**config.mk**
```make
export PLATFORM = sky130hd
export DESIGN_NAME = ibex_ex_issue_ctrl_flat
export DESIGN_NICKNAME = d
export VERILOG_FILES = /design/src/rtl/ibex_ex_issue_ctrl_if.sv /design/src/rtl/ibex_ex_issue_ctrl.sv /design/src/flat_wrapper.sv
export SDC_FILE = /design/constraint.sdc
export NUM_CORES = 1
export LEC_CHECK = 0
export BUFFER_PORTS_ARGS = -buffer_cell sky130_fd_sc_hd__buf_2
export CORE_ASPECT_RATIO = 1.2
export CORE_MARGIN = 2
export CORE_UTILIZATION = 50
export CTS_BUF_LIST = sky130_fd_sc_hd__clkbuf_16
export DETAILED_ROUTE_END_ITERATION = 10
export PLACE_DENSITY = 0.84
export SLEW_MARGIN = 0
export SYNTH_ARGS = -nofsm -noshare
export SYNTH_HDL_FRONTEND = slang
export SYNTH_SLANG_ARGS = --single-unit
```
**constraint.sdc**
```tcl
create_clock -name clk_i -period 3.4 [get_ports clk_i]
set_clock_uncertainty 0.05 [all_clocks]
set_input_delay 0.68 -clock clk_i [delete_from_list [all_inputs] [get_ports clk_i]]
set_output_delay 0.68 -clock clk_i [all_outputs]
set_load 0.02 [all_outputs]
```
**src/rtl/ibex_ex_issue_ctrl_if.sv**
```systemverilog
`default_nettype none
// ============================================================================
// Module   : ibex_ex_issue_ctrl_if
// Purpose  : ID <-> EX multicycle issue/retire handshake bundle
// Revision : 1.0
// ============================================================================
interface ibex_ex_issue_ctrl_if #(
    parameter int unsigned CntW = 6
);
    logic                  instr_valid_i;
    logic                  mult_sel_i;
    logic                  div_sel_i;
    logic                  instr_kill_i;
    logic                  wb_ready_i;
    logic                  ex_valid_i;
    logic [1:0]            imd_val_we_i;
    logic [1:0][33:0]      imd_val_d_i;
    logic [1:0][33:0]      imd_val_q_o;
    logic                  mult_en_o;
    logic                  div_en_o;
    logic                  alu_instr_first_cycle_o;
    logic                  multdiv_ready_id_o;
    logic                  instr_done_o;
    logic                  stall_o;
    logic [CntW-1:0]       ex_cycles_o;
    logic                  err_timeout_o;

    // The controller side
    modport slave (
        input  instr_valid_i, mult_sel_i, div_sel_i, instr_kill_i, wb_ready_i,
               ex_valid_i, imd_val_we_i, imd_val_d_i,
        output imd_val_q_o, mult_en_o, div_en_o, alu_instr_first_cycle_o,
               multdiv_ready_id_o, instr_done_o, stall_o, ex_cycles_o, err_timeout_o
    );

    // The ID/EX environment side
    modport master (
        output instr_valid_i, mult_sel_i, div_sel_i, instr_kill_i, wb_ready_i,
               ex_valid_i, imd_val_we_i, imd_val_d_i,
        input  imd_val_q_o, mult_en_o, div_en_o, alu_instr_first_cycle_o,
               multdiv_ready_id_o, instr_done_o, stall_o, ex_cycles_o, err_timeout_o
    );
endinterface
`default_nettype wire

```
**src/rtl/ibex_ex_issue_ctrl.sv**
```systemverilog
`default_nettype none
// ============================================================================
// Module   : ibex_ex_issue_ctrl
// Purpose  : ID-side issue/retire FSM for EX multicycle ops, imd regs, timeout
// Revision : 1.0
// ============================================================================
module ibex_ex_issue_ctrl #(
    parameter int unsigned MaxCycles = 40,
    parameter int unsigned CntW      = 6
) (
    input  logic                   clk_i,
    input  logic                   rst_ni,
    ibex_ex_issue_ctrl_if.slave    bus
);

    localparam logic [1:0] c_st_idle = 2'd0;
    localparam logic [1:0] c_st_busy = 2'd1;
    localparam logic [1:0] c_st_hold = 2'd2;

    localparam int unsigned           c_busy_w   = (MaxCycles < 2) ? 1 : $clog2(MaxCycles + 1);
    localparam logic [c_busy_w-1:0]   c_busy_max = c_busy_w'(MaxCycles);
    localparam logic [CntW-1:0]       c_cnt_max  = {CntW{1'b1}};

    logic [1:0]          r_state;
    logic [1:0]          w_state_nxt;
    logic                w_live;
    logic                w_issue;
    logic                w_done;
    logic [CntW-1:0]     r_ex_cycles;
    logic [c_busy_w-1:0] r_busy_cnt;
    logic                r_err_timeout;
    logic [1:0][33:0]    r_imd_q;

    assign w_live  = bus.instr_valid_i & ~bus.instr_kill_i;
    assign w_issue = (r_state == c_st_idle) & w_live;

    always_comb begin
        w_state_nxt = r_state;
        w_done      = 1'b0;
        if (!w_live) begin
            w_state_nxt = c_st_idle;
        end else begin
            case (r_state)
                c_st_idle: begin
                    if (bus.ex_valid_i) begin
                        if (bus.wb_ready_i) w_done      = 1'b1;
                        else                w_state_nxt = c_st_hold;
                    end else begin
                        w_state_nxt = c_st_busy;
                    end
                end
                c_st_busy: begin
                    if (bus.ex_valid_i) begin
                        if (bus.wb_ready_i) begin
                            w_done      = 1'b1;
                            w_state_nxt = c_st_idle;
                        end else begin
                            w_state_nxt = c_st_hold;
                        end
                    end
                end
                c_st_hold: begin
                    if (bus.wb_ready_i) begin
                        w_done      = 1'b1;
                        w_state_nxt = c_st_idle;
                    end
                end
                default: w_state_nxt = c_st_idle;
            endcase
        end
    end

    always_ff @(posedge clk_i or negedge rst_ni) begin
        if (!rst_ni) r_state <= c_st_idle;
        else         r_state <= w_state_nxt;
    end

    // Cycle counter keeps its value after retire so the last latency stays visible
    always_ff @(posedge clk_i or negedge rst_ni) begin
        if (!rst_ni) begin
            r_ex_cycles <= '0;
        end else if (bus.instr_kill_i || w_issue) begin
            r_ex_cycles <= '0;
        end else if ((r_state != c_st_idle) && (r_ex_cycles != c_cnt_max)) begin
            r_ex_cycles <= r_ex_cycles + 1'b1;
        end
    end

    // Only cycles spent waiting on EX count towards the timeout, not writeback stalls
    always_ff @(posedge clk_i or negedge rst_ni) begin
        if (!rst_ni) begin
            r_busy_cnt    <= '0;
            r_err_timeout <= 1'b0;
        end else if (w_issue) begin
            r_busy_cnt    <= '0;
            r_err_timeout <= 1'b0;
        end else if ((r_state == c_st_busy) && !bus.instr_kill_i) begin
            if (r_busy_cnt != c_busy_max) r_busy_cnt <= r_busy_cnt + 1'b1;
            if ((MaxCycles != 0) && (32'(r_busy_cnt) == MaxCycles - 1)) r_err_timeout <= 1'b1;
        end
    end

    always_ff @(posedge clk_i or negedge rst_ni) begin
        if (!rst_ni) begin
            r_imd_q <= '0;
        end else begin
            for (int k = 0; k < 2; k++) begin
                if (bus.imd_val_we_i[k] && w_live) r_imd_q[k] <= bus.imd_val_d_i[k];
            end
        end
    end

    assign bus.imd_val_q_o             = r_imd_q;
    assign bus.mult_en_o               = w_live & bus.mult_sel_i;
    assign bus.div_en_o                = w_live & bus.div_sel_i;
    assign bus.alu_instr_first_cycle_o = w_issue;
    assign bus.multdiv_ready_id_o      = w_live & bus.wb_ready_i;
    assign bus.instr_done_o            = w_done;
    assign bus.stall_o                 = bus.instr_valid_i & ~w_done;
    assign bus.ex_cycles_o             = r_ex_cycles;
    assign bus.err_timeout_o           = r_err_timeout;

`ifndef SYNTHESIS
    // ID must hold an instruction until it retires or is flushed
    a_valid_held: assert property (@(posedge clk_i) disable iff (!rst_ni)
        (bus.instr_valid_i && !bus.instr_done_o && !bus.instr_kill_i) |=> bus.instr_valid_i);
    a_sel_excl: assert property (@(posedge clk_i) disable iff (!rst_ni)
        bus.instr_valid_i |-> !(bus.mult_sel_i && bus.div_sel_i));
`endif

endmodule
`default_nettype wire

```
**src/flat_wrapper.sv**
```systemverilog
// flat-port wrapper written by rule: the top's interface ports become plain ports
module ibex_ex_issue_ctrl_flat 
#(
    parameter int unsigned MaxCycles = 40,
    parameter int unsigned CntW      = 6
)
  (clk_i, rst_ni, bus_instr_valid_i, bus_mult_sel_i, bus_div_sel_i, bus_instr_kill_i, bus_wb_ready_i, bus_ex_valid_i, bus_imd_val_we_i, bus_imd_val_d_i, bus_imd_val_q_o, bus_mult_en_o, bus_div_en_o, bus_alu_instr_first_cycle_o, bus_multdiv_ready_id_o, bus_instr_done_o, bus_stall_o, bus_ex_cycles_o, bus_err_timeout_o);
  ibex_ex_issue_ctrl_if #(.CntW(CntW)) bus_i ();
  input  logic clk_i;
  input  logic rst_ni;
  input wire logic [$bits(bus_i.instr_valid_i)-1:0] bus_instr_valid_i;
  input wire logic [$bits(bus_i.mult_sel_i)-1:0] bus_mult_sel_i;
  input wire logic [$bits(bus_i.div_sel_i)-1:0] bus_div_sel_i;
  input wire logic [$bits(bus_i.instr_kill_i)-1:0] bus_instr_kill_i;
  input wire logic [$bits(bus_i.wb_ready_i)-1:0] bus_wb_ready_i;
  input wire logic [$bits(bus_i.ex_valid_i)-1:0] bus_ex_valid_i;
  input wire logic [$bits(bus_i.imd_val_we_i)-1:0] bus_imd_val_we_i;
  input wire logic [$bits(bus_i.imd_val_d_i)-1:0] bus_imd_val_d_i;
  output wire logic [$bits(bus_i.imd_val_q_o)-1:0] bus_imd_val_q_o;
  output wire logic [$bits(bus_i.mult_en_o)-1:0] bus_mult_en_o;
  output wire logic [$bits(bus_i.div_en_o)-1:0] bus_div_en_o;
  output wire logic [$bits(bus_i.alu_instr_first_cycle_o)-1:0] bus_alu_instr_first_cycle_o;
  output wire logic [$bits(bus_i.multdiv_ready_id_o)-1:0] bus_multdiv_ready_id_o;
  output wire logic [$bits(bus_i.instr_done_o)-1:0] bus_instr_done_o;
  output wire logic [$bits(bus_i.stall_o)-1:0] bus_stall_o;
  output wire logic [$bits(bus_i.ex_cycles_o)-1:0] bus_ex_cycles_o;
  output wire logic [$bits(bus_i.err_timeout_o)-1:0] bus_err_timeout_o;
  assign bus_i.instr_valid_i = bus_instr_valid_i;
  assign bus_i.mult_sel_i = bus_mult_sel_i;
  assign bus_i.div_sel_i = bus_div_sel_i;
  assign bus_i.instr_kill_i = bus_instr_kill_i;
  assign bus_i.wb_ready_i = bus_wb_ready_i;
  assign bus_i.ex_valid_i = bus_ex_valid_i;
  assign bus_i.imd_val_we_i = bus_imd_val_we_i;
  assign bus_i.imd_val_d_i = bus_imd_val_d_i;
  assign bus_imd_val_q_o = bus_i.imd_val_q_o;
  assign bus_mult_en_o = bus_i.mult_en_o;
  assign bus_div_en_o = bus_i.div_en_o;
  assign bus_alu_instr_first_cycle_o = bus_i.alu_instr_first_cycle_o;
  assign bus_multdiv_ready_id_o = bus_i.multdiv_ready_id_o;
  assign bus_instr_done_o = bus_i.instr_done_o;
  assign bus_stall_o = bus_i.stall_o;
  assign bus_ex_cycles_o = bus_i.ex_cycles_o;
  assign bus_err_timeout_o = bus_i.err_timeout_o;
  ibex_ex_issue_ctrl #(.MaxCycles(MaxCycles), .CntW(CntW)) u_core (.clk_i(clk_i), .rst_ni(rst_ni), .bus(bus_i));
endmodule
```
==> flow_summary.toml, run 1 <==
[outcome]
outcome = "finished, final reports clean"

[critical_path]
arrival_ns = 1.88
r2r-start = "u_core.r_state[1]$_DFFE_PN0P_"
path_max_fanout = 9
cp-start-kind = "input pin"
end_kind = "output pin"
startpoint = "bus_instr_kill_i"
crit_type = "in2out"
required_ns = 2.67

[sta]
hold_viol_final = 0
worst_pin_slew_ns = 1.01
relSlewSlack = 0.327
rsz0062_at_grt = "false"
slew_violations = 0
final-setup-viol-count = 0
finalSetupTns_ns = 0
max_freq_mhz = 383
timing.hold.ws_ns = 0.449
fin_crit_sh = 0.769
min_period_ns = 2.61

[floorplan]
die_height_um = 94.5
die-area_um2 = 7510
coreArea_um2 = 6730
row_count = 33
die_w_um = 79.4
start_util = 0.507
num_io_pins = 159

[power]
p_comb_frac = 0.227
powerDensity_nw_per_um2 = 620
netSwitchingPower_mw = 0.838
pwr-share-seq = 0.433
pwr-share-clk = 0.340
power.share.switching = 0.297
p_leak_nw = 2.29
p_int_mw = 1.99
peakVddDrop_mv = 0.273

[drt]
first_pass_iters = 4
wl_um = 7740
vias = 2503
detail-route-antenna-nets = 0
drt-initial-drc-count = 61
drc = 0
wl_per_cell_um = 15.8
vias_per_cell = 5.12

[placed_design]
place_congestion = 0.741
dp_hpwl_um = 5730
io_buffer_count = 158
placed_cells = 473

[cells_and_area]
layout-drive-gt1-share = 0.619
diodes = 0
fin_nets = 478
areaGrowthSynthToFinish_pct = 33.6
fin_cells = 489

[synth]
async_reset_ff_frac = 1.00
yosys.cell_count.top_type = "dfrtp_1"
synthDistinctLibCells = 40
synth_warnings = 0
synth_edf_count = 0
yosysSeqAreaShare = 0.608
synth_area_um2 = 3410
synth.area.top_cells = "dfrtp_1 61%, mux2_2 22%, buf_4 1.5%"
syn_area_per_cell_um2 = 14.5
synth_area_leader_cell = "dfrtp_1"
synth_cells = 236
dominantRegCellSynth = "dfrtp_1"
ys_ff_latch = 83
synth_top_area_share = 0.608
syn_nets = 317
synth_common_cells = "83 x dfrtp_1, 68 x mux2_2, 7 x buf_4, 7 x inv_1"

[global_routing]
antenna_found_initial = 0
grt_pass1_vias = 2439
grt.total_usage = 0.204
grt_max_degree = 84
grt-ovfl-total = 0
grt_pass1_wl_um = 11600

[min_path]
hold_path.class = "reg2reg"
min_from = "u_core.bus.imd_val_q_o[43]$_DFFE_PN0P_"

[clocking]
cts_buffers = 9
path_clk_slew_ns = 0.06
ctsHoldBuffers = 0
insertion_delay_ns = 0.33
clock_sinks = 83
htreeDepth = 3
cts_tree = "yes"
clockBufferDepth = 2
cts_resized = 0
postCtsSetupRepairBufs = 0
cts_root_buf = "clkbuf_16"

[flow_run]
maxCapViolations = 0
-- layer usage --
metal / share of wire / global-route usage / wire, um / vias to the layer above
li1: - / - / - / 1165
met3: 0.062 / 0.0392 / 477 / 19
met1: 0.38 / 0.226 / 2960 / 1214
met5: 0 / 0 / 0 / -
met4: 0.028 / 0.116 / 215 / 0
met2: 0.53 / 0.364 / 4090 / 105
-- critical path, cell delays in order --
cell,delay (ns)
buf_2,0.14
or4b_2,0.75
inv_1,0.14
buf_2,0.17
-- worst paths after layout --
check / end / slack (ns) / depth (start not counted)
setup / recovery: bus_alu_instr_first_cycle_o / 0.79 / 4
max in group asynchronous: u_core.bus.imd_val_q_o[36]$_DFFE_PN0P_ / 2.18 / 1
setup reg to reg: u_core.r_busy_cnt[1]$_DFFE_PN0P_ / 1.81 / 3
hold / removal: u_core.bus.imd_val_q_o[43]$_DFFE_PN0P_ / 0.45 / 1
min in group asynchronous: u_core.bus.imd_val_q_o[14]$_DFFE_PN0P_ / 0.47 / 1
hold reg to reg: u_core.bus.imd_val_q_o[43]$_DFFE_PN0P_ / 0.45 / 1
-- metrics by stage --
| step | cell area [um2] | setup slack (ns) | util | power, mW |
|---|---|---|---|---|
| finish | 4560 | 0.786 | 0.678 | 2.83 |
| global route | 4560 | 0.751 | 0.678 | 2.95 |
| CTS | 4560 | 0.797 | 0.678 | 2.86 |
| detailed placement | 4260 | 0.802 | 0.633 | 1.89 |
| global placement | 4260 | 0.811 | 0.633 | 1.86 |
| floorplan | 3410 | 0.985 | - | 1.61 |
-- sequential cells by signal (all words and copies together) (netlist names) --
register,count
u_core.r_state,2
u_core.bus.ex_cycles_o,6
u_core.bus.imd_val_q_o,68
u_core.r_busy_cnt,6
u_core.bus.err_timeout_o,1
-- power groups by stage --
stage	registers, mW	clock network, mW	logic [mW]
2_1_floorplan	1.43	0	0.181
3_3_place_gp	1.23	0	0.631
3_5_place_dp	1.24	0	0.649
4_1_cts	1.22	0.986	0.652
5_1_grt	1.24	1.03	0.684
6_report	1.22	0.961	0.641
-- cell families (layout without fill, tap and decap cells) --
| kind of cell | Yosys count | count (layout) | share of synthesized area |
|---|---|---|---|
| DFF | 83 | 83 | 0.608 |
| muxes | 72 | 72 | 0.237 |
| and+or+nand+nor | 42 | 42 | 0.0740 |
| AOI/OAI and AO/OA | 21 | 21 | 0.0447 |
| buffers and inverters | 15 | 181 | 0.0246 |
| adders and majority gates | 3 | 3 | 0.0110 |
-- layout by cell type (no fill, tap or decap), types with 2 or more instances in the layout --
cell | Yosys | final
o21ai_0 | 4 | 4
mux2_2 | 68 | 68
dfrtp_1 | 83 | 83
nor2_1 | 5 | 5
nand2_2 | 2 | 2
nand3_1 | 3 | 3
nor3_1 | 6 | 6
a21oi_1 | 4 | 4
nor3b_1 | 2 | 2
a21o_1 | 2 | 2
nand2_1 | 6 | 6
inv_1 | 7 | 8
buf_2 | 1 | 157
and2_1 | 4 | 4
clkinv_4 | 0 | 2
clkbuf_16 | 0 | 9
inv_6 | 0 | 2
nand2b_1 | 2 | 2
ha_1 | 3 | 3
mux2i_1 | 3 | 3
a211oi_1 | 3 | 3
-- area by class of cell --
cell class / count / area [um2]
fillers: 484 / 2170
flip-flops and latches: 83 / 2080
multi-input cells: 138 / 1250
repair buffers: 158 / 793
clock buffers: 9 / 225
well taps: 87 / 109
clock inverters: 7 / 76.3
inverters: 7 / 26.3
(Power assumes the default switching activity.)
==> inputs of run 2 (changes only) <==
CORE_UTILIZATION = 42   (was 50)
PLACE_DENSITY = 0.75   (was 0.84)
clock period = 2.1 ns   (was 3.4 ns; I/O delays follow)
==> flow_summary.toml, run 2 (same netlist as run 1, synthesis figures left out) <==
[cells_and_area]
fin_nets = 487
areaGrowthSynthToFinish_pct = 39.7
diodes = 0
stdcell_area_um2 = 4770
final_common_cell = "buf_2"
largest_reg_flops = 68
final_cell_mix = "156 x buf_2, 83 x dfrtp_1, 68 x mux2_2"
fin_cells = 506
layout-drive-gt1-share = 0.633

[global_routing]
grt_pass1_vias = 2452
grt_max_degree = 49
grt_pass1_wl_um = 11500
antenna_found_initial = 0
grt.total_usage = 0.165
grt-ovfl-total = 0

[power]
peakVddDrop_mv = 0.410
powerDensity_nw_per_um2 = 1060
p_leak_nw = 2.39

[floorplan]
coreArea_um2 = 8020
die-area_um2 = 8870
start_util = 0.426
die_height_um = 103
row_count = 36
num_io_pins = 159
die_w_um = 86.3

[critical_path]
crit_type = "reg2out"
path_cells = "or4b_4 > inv_2 > buf_4"
crit_slowest_cell = "or4b_4"
slowest_delay_ns = 0.53
arrival_ns = 1.46
cp-start-kind = "flip-flop"
required_ns = 1.63
end_kind = "output pin"
path_max_fanout = 2

[sta]
hold_viol_final = 0
fin_crit_sh = 0.921
relSlewSlack = 0.674
worst_pin_slew_ns = 0.490
rsz0062_at_grt = "false"
min_period_ns = 1.93
finalSetupTns_ns = 0
slew_violations = 0
max_freq_mhz = 517
final.setup.worst_slack_ns = 0.166
final-setup-viol-count = 0

[min_path]
hold_path.class = "in2async"

[placed_design]
io_buffer_count = 158
dp_hpwl_um = 5640
placed_cells = 490
dpl_cell_area_um2 = 4370
place_ws_ns = 0.117
place_congestion = 0.797

[clocking]
cts_buffers = 9
path_clk_slew_ns = 0.06
cts_tree = "yes"
clockBufferDepth = 2
postCtsSetupRepairBufs = 0
insertion_delay_ns = 0.33
clock_sinks = 83
htreeDepth = 3
cts_root_buf = "clkbuf_16"

[drt]
drt-initial-drc-count = 40
vias = 2492
vias_per_cell = 4.92
first_pass_iters = 4
wl_um = 7410
drc = 0
detail-route-antenna-nets = 0
wl_per_cell_um = 14.7

[outcome]
outcome = "finished, final reports clean"

[flow_run]
maxCapViolations = 0
-- run 2: cell types whose count changed in the layout (fill, tap and decap cells not counted) --
cell and change:
inv_6 -2, clkinvlp_4 -1, inv_1 -2, clkinv_2 +1, buf_2 -1, clkinv_4 -1
buf_4 +7, inv_2 +1, or4b_2 -1, or4b_4 +1, bufinv_16 +4, buf_12 +3
-- run 2: per-stage QoR --
step           power [mW]   util  hold slack (ns)
2_1_floorplan        2.61      -           0.0744
3_3_place_gp         3.03  0.546            0.369
3_5_place_dp         3.06  0.546            0.368
4_1_cts              5.11  0.595           0.0132
5_1_grt              5.25  0.595           0.0381
6_report             5.04  0.595           0.0127
-- run 2: path summary, 6_finish.rpt --
kind                                                        from                                      to  slack [ns]  depth (start not counted)
max                                u_core.r_state[0]$_DFFE_PN0P_             bus_alu_instr_first_cycle_o        0.17                          3
min                                                       rst_ni  u_core.bus.imd_val_q_o[56]$_DFFE_PN0P_        0.01                          1
max reg2reg                        u_core.r_state[1]$_DFFE_PN0P_        u_core.r_busy_cnt[1]$_DFFE_PN0P_        0.48                          4
min reg2reg                u_core.bus.imd_val_q_o[4]$_DFFE_PN0P_   u_core.bus.imd_val_q_o[4]$_DFFE_PN0P_        0.45                          1
max in group asynchronous                                 rst_ni  u_core.bus.imd_val_q_o[22]$_DFFE_PN0P_        1.38                          2
min in group clk_i                                bus_wb_ready_i           u_core.r_state[1]$_DFFE_PN0P_        0.21                          2
-- run 2: routing by layer --
layer / up-vias / share of wire / track usage
li1: 1187 / - / -
met1: 1220 / 0.37 / 0.183
met2: 73 / 0.56 / 0.301
met3: 12 / 0.051 / 0.0264
met4: 0 / 0.016 / 0.0925
met5: - / 0 / 0
-- run 2: area by class of cell --
| type | instances | area (um2) |
|---|---|---|
| tap | 95 | 119 |
| clock buffer | 9 | 225 |
| fill | 683 | 3250 |
| timing repair buffer | 167 | 901 |
| sequential | 83 | 2080 |
| inverter | 7 | 26.3 |
| clock inverter | 7 | 164 |
| multi-input combinational | 138 | 1260 |
-- run 2: repair_timing --
action,in CTS,in global routing
endpoints found under the hold margin,0,0
gates resized for setup,3,0
setup endpoints to repair,1,0
hold buffers,0,0
-- run 2: worst max-delay path: cells and delay by family (launching register included) --
| family | cells | cell delay (ns) |
|---|---|---|
| buffers and inverters | 2 | 0.22 |
| flip-flops | 1 | 0.39 |
| AND/OR/NAND/NOR | 1 | 0.53 |
-- run 2: power by group --
group	leakage [nW]	switching [mW]	internal (mW)
registers	1.01	0.118	1.86
clock network	0.190	0.617	1.40
logic	1.19	0.593	0.452
total	2.39	1.33	3.71
==> inputs of run 3 (changes only) <==
ABC_AREA = 1   (was default)
CORE_UTILIZATION = 43   (was 42)
PLACE_DENSITY = 0.76   (was 0.75)
SKIP_LAST_GASP = 1   (was default)
==> flow_summary.toml, run 3 <==
[global_routing]
grt-ovfl-total = 0
grt.total_usage = 0.205
grt_max_degree = 53
grt_pass1_vias = 3191
grt_pass1_wl_um = 14800
antenna_found_initial = 1

[synth]
synth_top_area_share = 0.573
synth_common_cells = "179 x nand2_1, 83 x dfrtp_1, 83 x nand3_1"
async_reset_ff_frac = 1.00
synth_warnings = 0
synth_area_leader_cell = "dfrtp_1"
ys_ff_latch = 83
dominantRegCellSynth = "dfrtp_1"
synth.area.top_cells = "dfrtp_1 57%, nand2_1 19%, nand3_1 11%"
synth_cells = 436
synth_area_um2 = 3630
synthDistinctLibCells = 23
synth_edf_count = 0
syn_nets = 517
yosys.cell_count.top_type = "nand2_1"
yosysSeqAreaShare = 0.573
syn_area_per_cell_um2 = 8.32

[critical_path]
path_buf_inv = 2
slowest_delay_ns = 0.45
path_cells = "nor2_4 > inv_1 > nor2_2 > buf_2"
startpoint = "u_core.r_state[1]$_DFFE_PN0P_"
r2r-start = "u_core.r_state[1]$_DFFE_PN0P_"
required_ns = 1.63
path_max_fanout = 5
crit_slowest_cell = "dfrtp_1"
critical_path.top_delay_family = "flip-flops"
crit_type = "reg2out"
cp-start-kind = "flip-flop"
end_kind = "output pin"
arrival_ns = 1.44

[power]
powerDensity_nw_per_um2 = 918
peakVddDrop_mv = 0.516
p_leak_nw = 2.86

[drt]
first_pass_iters = 5
vias = 3439
wl_per_cell_um = 13.0
drt-initial-drc-count = 231
detail-route-antenna-nets = 0
drc = 0
wl_um = 9270
vias_per_cell = 4.83

[clocking]
cts_buffers = 9
cts_root_buf = "clkbuf_16"
path_clk_slew_ns = 0.06
cts_tree = "yes"
postCtsSetupRepairBufs = 0
clock_sinks = 83
insertion_delay_ns = 0.33
htreeDepth = 3
clockBufferDepth = 2

[floorplan]
row_count = 36
coreArea_um2 = 8150
die_w_um = 87.8
num_io_pins = 159
die-area_um2 = 9190
start_util = 0.445
die_height_um = 105

[sta]
relSlewSlack = 0.595
slew_violations = 0
rsz0062_at_grt = "false"
min_period_ns = 1.91
finalSetupTns_ns = 0
timing.hold.ws_ns = 0.229
worst_pin_slew_ns = 0.605
fin_crit_sh = 0.910
max_freq_mhz = 523
final-setup-viol-count = 0
hold_viol_final = 0

[flow_run]
maxCapViolations = 0

[cells_and_area]
final_common_cell = "nand2_1"
areaGrowthSynthToFinish_pct = 32.9
final_cell_mix = "179 x nand2_1, 157 x buf_2, 83 x nand3_1, 83 x dfrtp_1, 28 x inv_1"
fin_cells = 712
fin_nets = 673
nFillCells = 752
largest_reg_flops = 68
final_core_util = 0.591
layout-drive-gt1-share = 0.313

[placed_design]
dp_hpwl_um = 6680
placed_cells = 694
io_buffer_count = 158
place_congestion = 0.863

[min_path]
hold_path.class = "in2reg"
min_from = "bus_ex_valid_i"

[outcome]
outcome = "finished, final reports clean"
==> run 3: cell types whose count changed after synthesis, moves of 4 or more <==
cell / previous run / this run
nand2_1: 6 / 179
nand3_1: 3 / 83
mux2_2: 68 / 0
inv_1: 7 / 26
nor2_1: 5 / 17
buf_2: 1 / 7
clkbuf_1: 0 / 6
nor3_1: 6 / 2
==> run 3: layout make-up <==
class | count | area (um2) | share of cell area
Multi-Input combinational cell | 304 | 1340 | 0.278
Clock buffer | 9 | 225 | 0.0467
Antenna cell | 1 | 2.50 | 0.000519
Sequential cell | 83 | 2080 | 0.431
Clock inverter | 7 | 61.3 | 0.0127
Inverter | 28 | 105 | 0.0218
Timing Repair Buffer | 166 | 868 | 0.180
Tap cell | 114 | 143 | 0.0296
==> run 3: routing by layer <==
metal	vias to the layer above	wire length (um)	GRT usage
li1	1686	-	-
met1	1621	3880	0.258
met2	114	4570	0.322
met3	18	584	0.0561
met4	0	232	0.0978
met5	-	0	0
==> run 3: logic make-up after synthesis <==
family                     share of synthesized area
and+or+nand+nor                                0.343
DFF                                            0.573
AOI/OAI and AO/OA                             0.0104
adders and majority gates                     0.0104
buffers and inverters                         0.0583
xor gates and xnor gates                     0.00483
==> run 3: report_power, final <==
group | switching (mW) | internal [mW]
clock | 0.605 | 0.905
combinational | 0.637 | 0.322
sequential | 0.131 | 1.82
==> run 3: path summary, 6_finish.rpt <==
kind                                                          endpoint  slack [ns]  cells after the start
worst max register to register        u_core.r_busy_cnt[5]$_DFFE_PN0P_        0.56                      6
worst max-delay path                       bus_alu_instr_first_cycle_o        0.19                      4
max in group asynchronous       u_core.bus.imd_val_q_o[67]$_DFFE_PN0P_        0.85                      3
worst min register to register  u_core.bus.imd_val_q_o[49]$_DFFE_PN0P_        0.41                      2
worst min-delay path                     u_core.r_state[0]$_DFFE_PN0P_        0.23                      2
min in group asynchronous        u_core.bus.imd_val_q_o[7]$_DFFE_PN0P_        0.53                      2
==> run 3: worst reg2reg max path, delay by kind of cell (launching register included) <==
family        cells  cell delay [ns]
simple gates      5             0.90
flops             1             0.45
buf+inv           1             0.03
==> run 3: metrics by stage <==
stage          area, um2  setup WS (ns)  total power [mW]
2_1_floorplan       3630          0.304              2.53
3_3_place_gp        4520          0.456              2.92
3_5_place_dp        4520          0.414              2.95
4_1_cts             4820          0.169              4.47
5_1_grt             4820         0.0700              4.65
6_report            4820          0.189              4.42
==> run 3: timing repair <==
action,in CTS,in global routing
resized for setup,0,0
hold endpoints to repair,31,0
hold buffers,1,0
